==> src/rtl/mips_pkg.sv <==
// Shared encodings for the multicycle MIPS core: opcodes, functs,
// FSM state numbering (visible on the debug port) and ALU control codes.
package mips_pkg;

  localparam logic [5:0] OP_RTYPE = 6'h00;
  localparam logic [5:0] OP_J     = 6'h02;
  localparam logic [5:0] OP_BEQ   = 6'h04;
  localparam logic [5:0] OP_ADDI  = 6'h08;
  localparam logic [5:0] OP_LW    = 6'h23;
  localparam logic [5:0] OP_SW    = 6'h2B;

  localparam logic [5:0] FN_ADD = 6'h20;
  localparam logic [5:0] FN_SUB = 6'h22;
  localparam logic [5:0] FN_AND = 6'h24;
  localparam logic [5:0] FN_OR  = 6'h25;
  localparam logic [5:0] FN_SLT = 6'h2A;

  typedef enum logic [3:0] {
    S_FETCH     = 4'd0,
    S_DECODE    = 4'd1,
    S_MEM_ADDR  = 4'd2,
    S_MEM_READ  = 4'd3,
    S_MEM_WB    = 4'd4,
    S_MEM_WRITE = 4'd5,
    S_EXECUTE   = 4'd6,
    S_ALU_WB    = 4'd7,
    S_BRANCH    = 4'd8,
    S_JUMP      = 4'd9,
    S_ADDI_EX   = 4'd10,
    S_ADDI_WB   = 4'd11,
    S_HALT      = 4'd15
  } state_t;

  typedef enum logic [2:0] {
    ALU_ADD = 3'd0,
    ALU_SUB = 3'd1,
    ALU_AND = 3'd2,
    ALU_OR  = 3'd3,
    ALU_SLT = 3'd4
  } alu_op_t;

endpackage

==> src/rtl/mips_regfile.sv <==
// 32x32 register file: two asynchronous read ports, one synchronous write
// port, $0 hardwired to zero.
module mips_regfile (
  input  logic        clk,
  input  logic        rst,
  input  logic [4:0]  ra1_i,
  input  logic [4:0]  ra2_i,
  output logic [31:0] rd1_o,
  output logic [31:0] rd2_o,
  input  logic        we_i,
  input  logic [4:0]  wa_i,
  input  logic [31:0] wd_i
);

  logic [31:0] regs_q [32];

  always_ff @(posedge clk or posedge rst) begin
    if (rst) begin
      for (int i = 0; i < 32; i++) regs_q[i] <= '0;
    end else if (we_i && (wa_i != 5'd0)) begin
      regs_q[wa_i] <= wd_i;
    end
  end

  assign rd1_o = (ra1_i == 5'd0) ? '0 : regs_q[ra1_i];
  assign rd2_o = (ra2_i == 5'd0) ? '0 : regs_q[ra2_i];

endmodule

==> src/rtl/mips_multicycle.sv <==
// Multicycle MIPS core: one shared ALU and one req/ready memory port stepped
// through fetch/decode/execute/memory/writeback by a single FSM.
module mips_multicycle
  import mips_pkg::*;
#(
  parameter logic [31:0] RESET_PC = 32'h0000_0000,
  parameter int          RET_W    = 32
) (
  input  logic             clk,
  input  logic             rst,
  output logic             mem_req,
  output logic             mem_we,
  output logic [31:0]      mem_addr,
  output logic [31:0]      mem_wdata,
  input  logic [31:0]      mem_rdata,
  input  logic             mem_ready,
  output logic [31:0]      pc,
  output logic [3:0]       state,
  output logic             halted,
  output logic [RET_W-1:0] retired
);

  state_t             state_q, state_d;
  logic [31:0]        pc_q, pc_d, ir_q, ir_d, mdr_q, mdr_d;
  logic [31:0]        a_q, a_d, b_q, b_d, alu_q, alu_d;
  logic [RET_W-1:0]   ret_q, ret_d;

  logic               rf_we;
  logic [4:0]         rf_wa;
  logic [31:0]        rf_wd, rf_rd1, rf_rd2;

  logic [5:0]         op, funct;
  logic [4:0]         rs, rt, rd;
  logic signed [31:0] imm_sx;
  logic               funct_ok;
  alu_op_t            alu_ctrl;

  assign op     = ir_q[31:26];
  assign rs     = ir_q[25:21];
  assign rt     = ir_q[20:16];
  assign rd     = ir_q[15:11];
  assign funct  = ir_q[5:0];
  assign imm_sx = {{16{ir_q[15]}}, ir_q[15:0]};

  function automatic logic [31:0] alu_eval(input alu_op_t ctl, input logic [31:0] x,
                                           input logic [31:0] y);
    logic signed [31:0] xs, ys;
    xs = x;
    ys = y;
    case (ctl)
      ALU_SUB: return x - y;
      ALU_AND: return x & y;
      ALU_OR:  return x | y;
      ALU_SLT: return {31'd0, (xs < ys)};
      default: return x + y;
    endcase
  endfunction

  always_comb begin
    funct_ok = 1'b1;
    alu_ctrl = ALU_ADD;
    case (funct)
      FN_ADD:  alu_ctrl = ALU_ADD;
      FN_SUB:  alu_ctrl = ALU_SUB;
      FN_AND:  alu_ctrl = ALU_AND;
      FN_OR:   alu_ctrl = ALU_OR;
      FN_SLT:  alu_ctrl = ALU_SLT;
      default: funct_ok = 1'b0;
    endcase
  end

  mips_regfile u_rf (
    .clk   (clk),
    .rst   (rst),
    .ra1_i (rs),
    .ra2_i (rt),
    .rd1_o (rf_rd1),
    .rd2_o (rf_rd2),
    .we_i  (rf_we),
    .wa_i  (rf_wa),
    .wd_i  (rf_wd)
  );

  always_comb begin
    state_d = state_q;
    pc_d    = pc_q;
    ir_d    = ir_q;
    mdr_d   = mdr_q;
    a_d     = a_q;
    b_d     = b_q;
    alu_d   = alu_q;
    ret_d   = ret_q;
    rf_we   = 1'b0;
    rf_wa   = rt;
    rf_wd   = alu_q;
    unique case (state_q)
      S_FETCH: if (mem_ready) begin
        ir_d    = mem_rdata;
        pc_d    = pc_q + 32'd4;
        state_d = S_DECODE;
      end
      S_DECODE: begin
        a_d   = rf_rd1;
        b_d   = rf_rd2;
        // Branch target computed speculatively from the already-incremented PC.
        alu_d = pc_q + {imm_sx[29:0], 2'b00};
        case (op)
          OP_LW, OP_SW: state_d = S_MEM_ADDR;
          OP_RTYPE:     state_d = funct_ok ? S_EXECUTE : S_HALT;
          OP_BEQ:       state_d = S_BRANCH;
          OP_J:         state_d = S_JUMP;
          OP_ADDI:      state_d = S_ADDI_EX;
          default:      state_d = S_HALT;
        endcase
      end
      S_MEM_ADDR: begin
        alu_d   = a_q + imm_sx;
        state_d = (op == OP_LW) ? S_MEM_READ : S_MEM_WRITE;
      end
      S_MEM_READ: if (mem_ready) begin
        mdr_d   = mem_rdata;
        state_d = S_MEM_WB;
      end
      S_MEM_WB: begin
        rf_we   = 1'b1;
        rf_wd   = mdr_q;
        ret_d   = ret_q + 1'b1;
        state_d = S_FETCH;
      end
      S_MEM_WRITE: if (mem_ready) begin
        ret_d   = ret_q + 1'b1;
        state_d = S_FETCH;
      end
      S_EXECUTE: begin
        alu_d   = alu_eval(alu_ctrl, a_q, b_q);
        state_d = S_ALU_WB;
      end
      S_ALU_WB: begin
        rf_we   = 1'b1;
        rf_wa   = rd;
        ret_d   = ret_q + 1'b1;
        state_d = S_FETCH;
      end
      S_BRANCH: begin
        if (a_q == b_q) pc_d = alu_q;
        ret_d   = ret_q + 1'b1;
        state_d = S_FETCH;
      end
      S_JUMP: begin
        pc_d    = {pc_q[31:28], ir_q[25:0], 2'b00};
        ret_d   = ret_q + 1'b1;
        state_d = S_FETCH;
      end
      S_ADDI_EX: begin
        alu_d   = a_q + imm_sx;
        state_d = S_ADDI_WB;
      end
      S_ADDI_WB: begin
        rf_we   = 1'b1;
        ret_d   = ret_q + 1'b1;
        state_d = S_FETCH;
      end
      S_HALT:  state_d = S_HALT;
      default: state_d = S_HALT;
    endcase
  end

  always_ff @(posedge clk or posedge rst) begin
    if (rst) begin
      state_q <= S_FETCH;
      pc_q    <= RESET_PC;
      ir_q    <= '0;
      mdr_q   <= '0;
      a_q     <= '0;
      b_q     <= '0;
      alu_q   <= '0;
      ret_q   <= '0;
    end else begin
      state_q <= state_d;
      pc_q    <= pc_d;
      ir_q    <= ir_d;
      mdr_q   <= mdr_d;
      a_q     <= a_d;
      b_q     <= b_d;
      alu_q   <= alu_d;
      ret_q   <= ret_d;
    end
  end

  // Request is a pure function of state; rst gates it so an abandoned
  // request drops the instant reset is applied.
  assign mem_req   = !rst && ((state_q == S_FETCH) || (state_q == S_MEM_READ) ||
                              (state_q == S_MEM_WRITE));
  assign mem_we    = (state_q == S_MEM_WRITE);
  assign mem_addr  = (state_q == S_FETCH) ? {pc_q[31:2], 2'b00} : {alu_q[31:2], 2'b00};
  assign mem_wdata = b_q;
  assign pc        = pc_q;
  assign state     = state_q;
  assign halted    = (state_q == S_HALT);
  assign retired   = ret_q;

endmodule

==> config.mk <==
export PLATFORM = sky130hd
export DESIGN_NAME = mips_multicycle
export DESIGN_NICKNAME = d
export VERILOG_FILES = /design/src/rtl/mips_pkg.sv /design/src/rtl/mips_regfile.sv /design/src/rtl/mips_multicycle.sv
export SDC_FILE = /design/constraint.sdc
export NUM_CORES = 2
export LEC_CHECK = 0
export CORE_AREA = 2 2 379 381
export DETAILED_ROUTE_END_ITERATION = 12
export DIE_AREA = 0 0 381 383
export PLACE_DENSITY = 0.71
export RECOVER_POWER = 50
export SETUP_SLACK_MARGIN = 0.4
export SYNTH_ARGS = -nofsm -noshare
export SYNTH_HDL_FRONTEND = slang
export SYNTH_SLANG_ARGS = --single-unit
==> constraint.sdc <==
create_clock -name clk -period 126.3 [get_ports clk]
set_input_delay 25.26 -clock clk [delete_from_list [all_inputs] [get_ports clk]]
set_output_delay 25.26 -clock clk [all_outputs]
set_load 0.02 [all_outputs]
Yosys cells after proc, flatten, opt, wreduce, memory -nomap -nowiden
Index checks and enable logic that the tools add are counted.
{"block": "op_classes", "muxes": 31, "n_eq_ne": 31, "order_cmp": 5, "n_addsub": 6, "bitwise": 6, "n_reduce_logical": 26}
{"operator": "$bwmux W1024", "n": 1}
{"operator": "$mux W32", "n": 12}
{"operator": "$bmux W32 S5", "n": 2}
{"operator": "$pmux W32 S3", "n": 2}
{"operator": "$demux W32 S5", "n": 1}
{"operator": "$pmux W32 S4", "n": 1}
{"operator": "$add A32 B32 Y32", "n": 3}
{"operator": "$pmux W32 S2", "n": 1}
{"operator": "$eq A6 B6 Y1 const B", "n": 7}
{"operator": "$add A32 B1 Y32 const B", "n": 1}
{"operator": "$add A32 B3 Y32 const B", "n": 1}
{"operator": "$and A32 B32 Y32", "n": 1}
{"operator": "$eq A32 B32 Y1", "n": 1}
{"operator": "$lt A32 B32 Y1", "n": 1}
{"operator": "$or A32 B32 Y32", "n": 1}
{"operator": "$pmux W4 S8", "n": 1}
{"operator": "$sub A32 B32 Y32", "n": 1}
{"operator": "$eq A4 B4 Y1 const B", "n": 5}
{"operator": "$pmux W4 S5", "n": 1}
{"operator": "$ge A6 B6 Y1 const B", "n": 3}
{"operator": "$not A5 Y6", "n": 3}
{"operator": "$eq A4 B3 Y1 const B", "n": 4}
{"operator": "$mux W4", "n": 4}
{"operator": "$pmux W3 S4", "n": 1}
{"operator": "other kinds (30)", "n": 46}
{"block": "totals", "ff_bits": 1252, "wordCells": 146, "output_inout_bits": 135, "in_bits": 35}

Logic depth before layout (Yosys ltp)
{"block": "logic_depth", "word_depth": 8, "depth_mapped": 14, "mapped_depth_nobuf": 13}

Cells and area by module
Synthesis repeated with hierarchy kept, for this count alone.
{"block": "hier_totals", "cells_unflattened": 5792, "hier_area_um2": 73549.3}
{"mod": "mips_regfile", "seq_area_each_um2": 25624.6, "n_inst": 1, "cells_per_inst": 3613, "area_each_um2": 54989.0}
{"mod": "mips_multicycle", "seq_area_each_um2": 5705.5, "n_inst": 1, "cells_per_inst": 2179, "area_each_um2": 18560.3}

Worst setup path after synthesis
No wires, ideal clock.
{"block": "synth_timing", "kind": "in2out", "start": "input port rst", "end": "output port mem_req", "t_arrival_ps": 25553, "slack_ps": 75487, "cell_stages": 1, "n_path_buf": 0, "t_required_ps": 101040, "path_cell_list": "nor2_1"}
{"block": "synth_between", "elab_chain_cells": 2}
{"item": "start, declared", "line": "mips_multicycle.sv:10", "rtl": "input logic rst,"}
{"item": "$logic_not A1 Y1", "line": "mips_multicycle.sv:192", "rtl": "assign mem_req = !rst && ((state_q == S_FETCH) || (state_q == S_MEM_READ) ||"}
{"item": "$logic_and A1 B1 Y1", "line": "mips_multicycle.sv:192"}
{"item": "end, declared", "line": "mips_multicycle.sv:11", "rtl": "output logic mem_req,"}
No other way between the ends.

Worst setup path in the final report
Same ends and word-level chain as after synthesis.

==> flow_summary_export.csv <==
group,metric,value,unit
final_layout,areaGrowthSynthToFinish,10.07,%
hold_path,hold_end,"u_rf.regs_q[1002]$_DFFE_PP0P_",
routing,vias_per_cell,6.637,
routing,vias,56789,
die,start_util,49.58,%
setup_path,start_kind,"input pin",
setup_path,critical_path_class,"input pin to output pin",
routing,wire_per_inst,27.60,um
place,placedCellCount,8317,
global_routing,use_met1,41.84,%
clock_network,clock_sinks,1252,
die,core_region_area,142300,sq um
timing,finalWorstSetupSlack,74.47,ns
pwr,vdd_drop_max,0.02540,mV
timing,fin_crit,51.83,ns
clock_network,cts_setup_buffers,0,
final_layout,n_antenna_cell,0,
pwr,p_int,1.309,mW
timing,maxClockFrequency,19.30,MHz
yosys,muxShareOfSynthArea,21.18,%
clock_network,clock_latency,0.79,ns
setup_path,cp_max_fo,2,
global_routing,grt_max_degree,196,
clock_network,htreeDepth,4,
routing,ant_nets,0,
yosys,synth_compound_area_share,16.23,%
die,die_w,381,um
global_routing,grt_first_pass_wirelength,353700,um
yosys,synth_top_family_by_area,"multiplexers",
global_routing,antenna_found_initial,3,
timing,finClkSkew,0.02709,ns
clock_network,cts_hold_buffers,0,
timing,rsz0062_at_grt,"false",
pwr,p_seq_share,30.5,%
place,pre_cts_slack,74.48,ns
final_layout,final_cells,8556,
yosys,syn_area_per_cell,10.45,sq um
global_routing,busiest_layer,"met2",
routing,drc,0,
pwr,power.density,30.28,nW/um^2
timing,hold_violations,0,
global_routing,use_met3,6.800,%
pwr,switching_share,44.30,%
global_routing,grt_pass1_vias,55537,
final_layout,fin_area,77640,sq um
setup_path,worst_ep_required_time,101.04,ns
routing,wirelength,236100,um
pwr,power_frac_comb,52.0,%
yosys,synth_warnings,0,
place,hpwl,141600,um
global_routing,grt_util_met2,50.73,%
yosys,synth_area_leaders,"dfrtp_1 (44%), mux4_2 (15%), a21oi_1 (5.7%)",
clock_network,cts.path.max_buffers,3,
yosys,synth_cell_types,100,
timing,finalSetupTns,0,ns
setup_path,r2r_end,"mem_wdata[10]$_DFFE_PP0P_",
final_layout,finalNetCount,6745,
yosys,synth_adder_area_share,2.916,%
place,postPlaceCellArea,73480,sq um
pwr,p_switching,1.041,mW
run_status,status,"finished with violations",
yosys,synth_flop_cell,"dfrtp_1",
clock_network,cts_root_buffer,"clkbuf_16",
yosys,synth_seq_cells,1252,
clock_network,cts_buffers,132,
timing,worst_pin_slew,7.226,ns
routing,firstDrtPassIters,6,
die,fp.dieArea,145900,sq um
yosys,ys_seq_area_share,44.42,%
die,fp-row-count,139,
global_routing,track_usage,32.14,%
place,port_buffers,167,
setup_path,critPathArrivalTime,26.57,ns
run_status,failed_checks,"capacitance limit, slew limit",
timing,timing.hold.ws,0.3967,ns
yosys,synth_area_leader_cell,"dfrtp_1",
yosys,synthesis.area,70540,sq um
timing,relSlewSlack,-381.8,%
timing,setup-violations-final,0,
setup_path,r2r_start,"ir_q[16]$_DFFE_PP0P_",
pwr,leakage,32.55,nW
hold_path,hold_class,"register to register",
global_routing,grt_remaining_overflow,0,
flow_run,drv_cap,52,
yosys,synth_edf_count,0,
timing,final-max-slew-violation-count,2797,
place,routabilityCongestion,0.9753,
clock_network,path_clk_slew,0.06,ns
routing,first_iter_violations,7054,
yosys,yosys.area_share.simple,9.577,%
final_layout,drive_gt1_share,14.91,%
yosys,yosys.area_share.xor_xnor,1.254,%
setup_path,r2r_slack,108.73,ns
hold_path,min_from,"u_rf.regs_q[1002]$_DFFE_PP0P_",
die,die_y,383,um
hold_path,whs_path_depth,0,
setup_path,end_kind,"output pin",
setup_path,rr_worst_depth,7,
pwr,clockPowerShare,17.5,%
timing,post-route-period-util,41.03,%
yosys,netlist_instances,6752,
yosys,yosys.area.top_type_share,44.42,%
clock_network,cts-resized-gates,0,
clock_network,cts_tree,"done",
die,io_pins,170,
yosys,synthArstFlopShare,100.0,%
[synthesized netlist by cell type (6+ instances only)]
cell type and count:
a21o_1 35, mux4_2 482, o221ai_1 89, nand4_1 20, ha_1 158, or2_2 12
a211o_1 7, nor2_2 16, nor2b_1 21, nand2b_1 20, mux2_2 97, dfrtp_1 1252
and3_1 19, xnor2_1 72, nand3_1 48, buf_1 47, o22ai_1 126, a221oi_1 35
o211ai_1 16, nor3_1 60, a31oi_1 28, nor2_1 748, a21oi_1 805, mux2i_1 295
nand2_1 589, a211oi_1 49, and2_1 6, o21ai_1 27, clkbuf_1 430, nor4_1 16
a222oi_1 7, o31ai_1 18, xor2_1 29, o21bai_1 22, o21a_1 17, inv_1 138
o21ai_0 595, a22oi_1 9, buf_2 143
[critical path: stages]
cell and delay [ns]:
dlygate4sd3_1 0.59, nor2_1 0.11, clkdlybuf4s50_1 0.61
[state kept, by name, indices dropped and copies added, names as in the netlist]
signal and cells:
ir_q 32, state 4, alu_q 32, a_q 32, pc 32, retired 32
u_rf.regs_q 1024, mem_wdata 32, mdr_q 32
[layer usage]
layer / vias up / share of wire, %
met3: 742 / 10
met2: 3268 / 46
met5: - / 0.012
li1: 24259 / -
met1: 28516 / 38
met4: 4 / 6.0
[cell type report]
type,instances,area (sq um)
Multi-Input combinational cell,4730,36300
Inverter,141,530.5
Clock buffer,185,3807
Sequential cell,1252,31360
Fill cell,12156,64620
Clock inverter,54,711.9
Tap cell,1903,2381
Timing Repair Buffer,291,2554
[how the worst max path moves through the flow]
stage | end | depth (start not counted) | start | slack, ns
floorplan | a_q[0]$_DFFE_PP0P_ | 1 | rst | 65.76
global placement | mem_req | 3 | rst | 74.49
detailed placement | mem_req | 3 | rst | 74.48
CTS | mem_req | 3 | rst | 74.48
global route | mem_req | 3 | rst | 74.43
finish | mem_req | 3 | rst | 74.47
[cells in the final DEF, fill, tap and decap left out, types with 17 or more instances in the layout]
master,instances
a211oi_1,49
a21o_1,35
a21oi_1,805
a221oi_1,35
a31oi_1,28
and3_1,19
buf_4,85
clkbuf_1,60
clkbuf_16,136
clkbuf_8,22
clkdlybuf4s50_1,165
clkinv_2,22
dfrtp_1,1243
ha_1,158
inv_1,137
mux2_2,97
mux2i_1,263
mux2i_2,33
mux4_2,482
nand2_1,588
nand2b_1,19
nand3_1,47
nand4_1,20
nor2_1,747
nor2b_1,20
nor3_1,58
o21a_1,17
o21ai_0,599
o21ai_1,23
o21bai_1,22
o221ai_1,89
o22ai_1,126
o31ai_1,18
xnor2_1,72
xor2_1,29
[logic make-up after synthesis]
family	Yosys count
mux	876
simple gates	1618
other cells	1
buf+inv	771
fa+ha+maj	162
xor+xnor	101
compound gates	1971
flops	1252
[stage by stage]
stage,power (mW),util [%]
3_5_place_dp,1.901,51.65
3_3_place_gp,1.873,51.65
4_1_cts,2.317,54.83
6_report,2.351,54.58
2_1_floorplan,1.517,-
5_1_grt,2.467,54.58
[power groups by stage]
stage / Clock (mW) / Sequential (mW) / Combinational, mW
2_1_floorplan: 0 / 0.660 / 0.857
3_3_place_gp: 0 / 0.702 / 1.17
3_5_place_dp: 0 / 0.714 / 1.19
4_1_cts: 0.415 / 0.709 / 1.19
5_1_grt: 0.431 / 0.734 / 1.30
6_report: 0.412 / 0.717 / 1.22
Note: power is estimated with default switching activity, not from simulation.
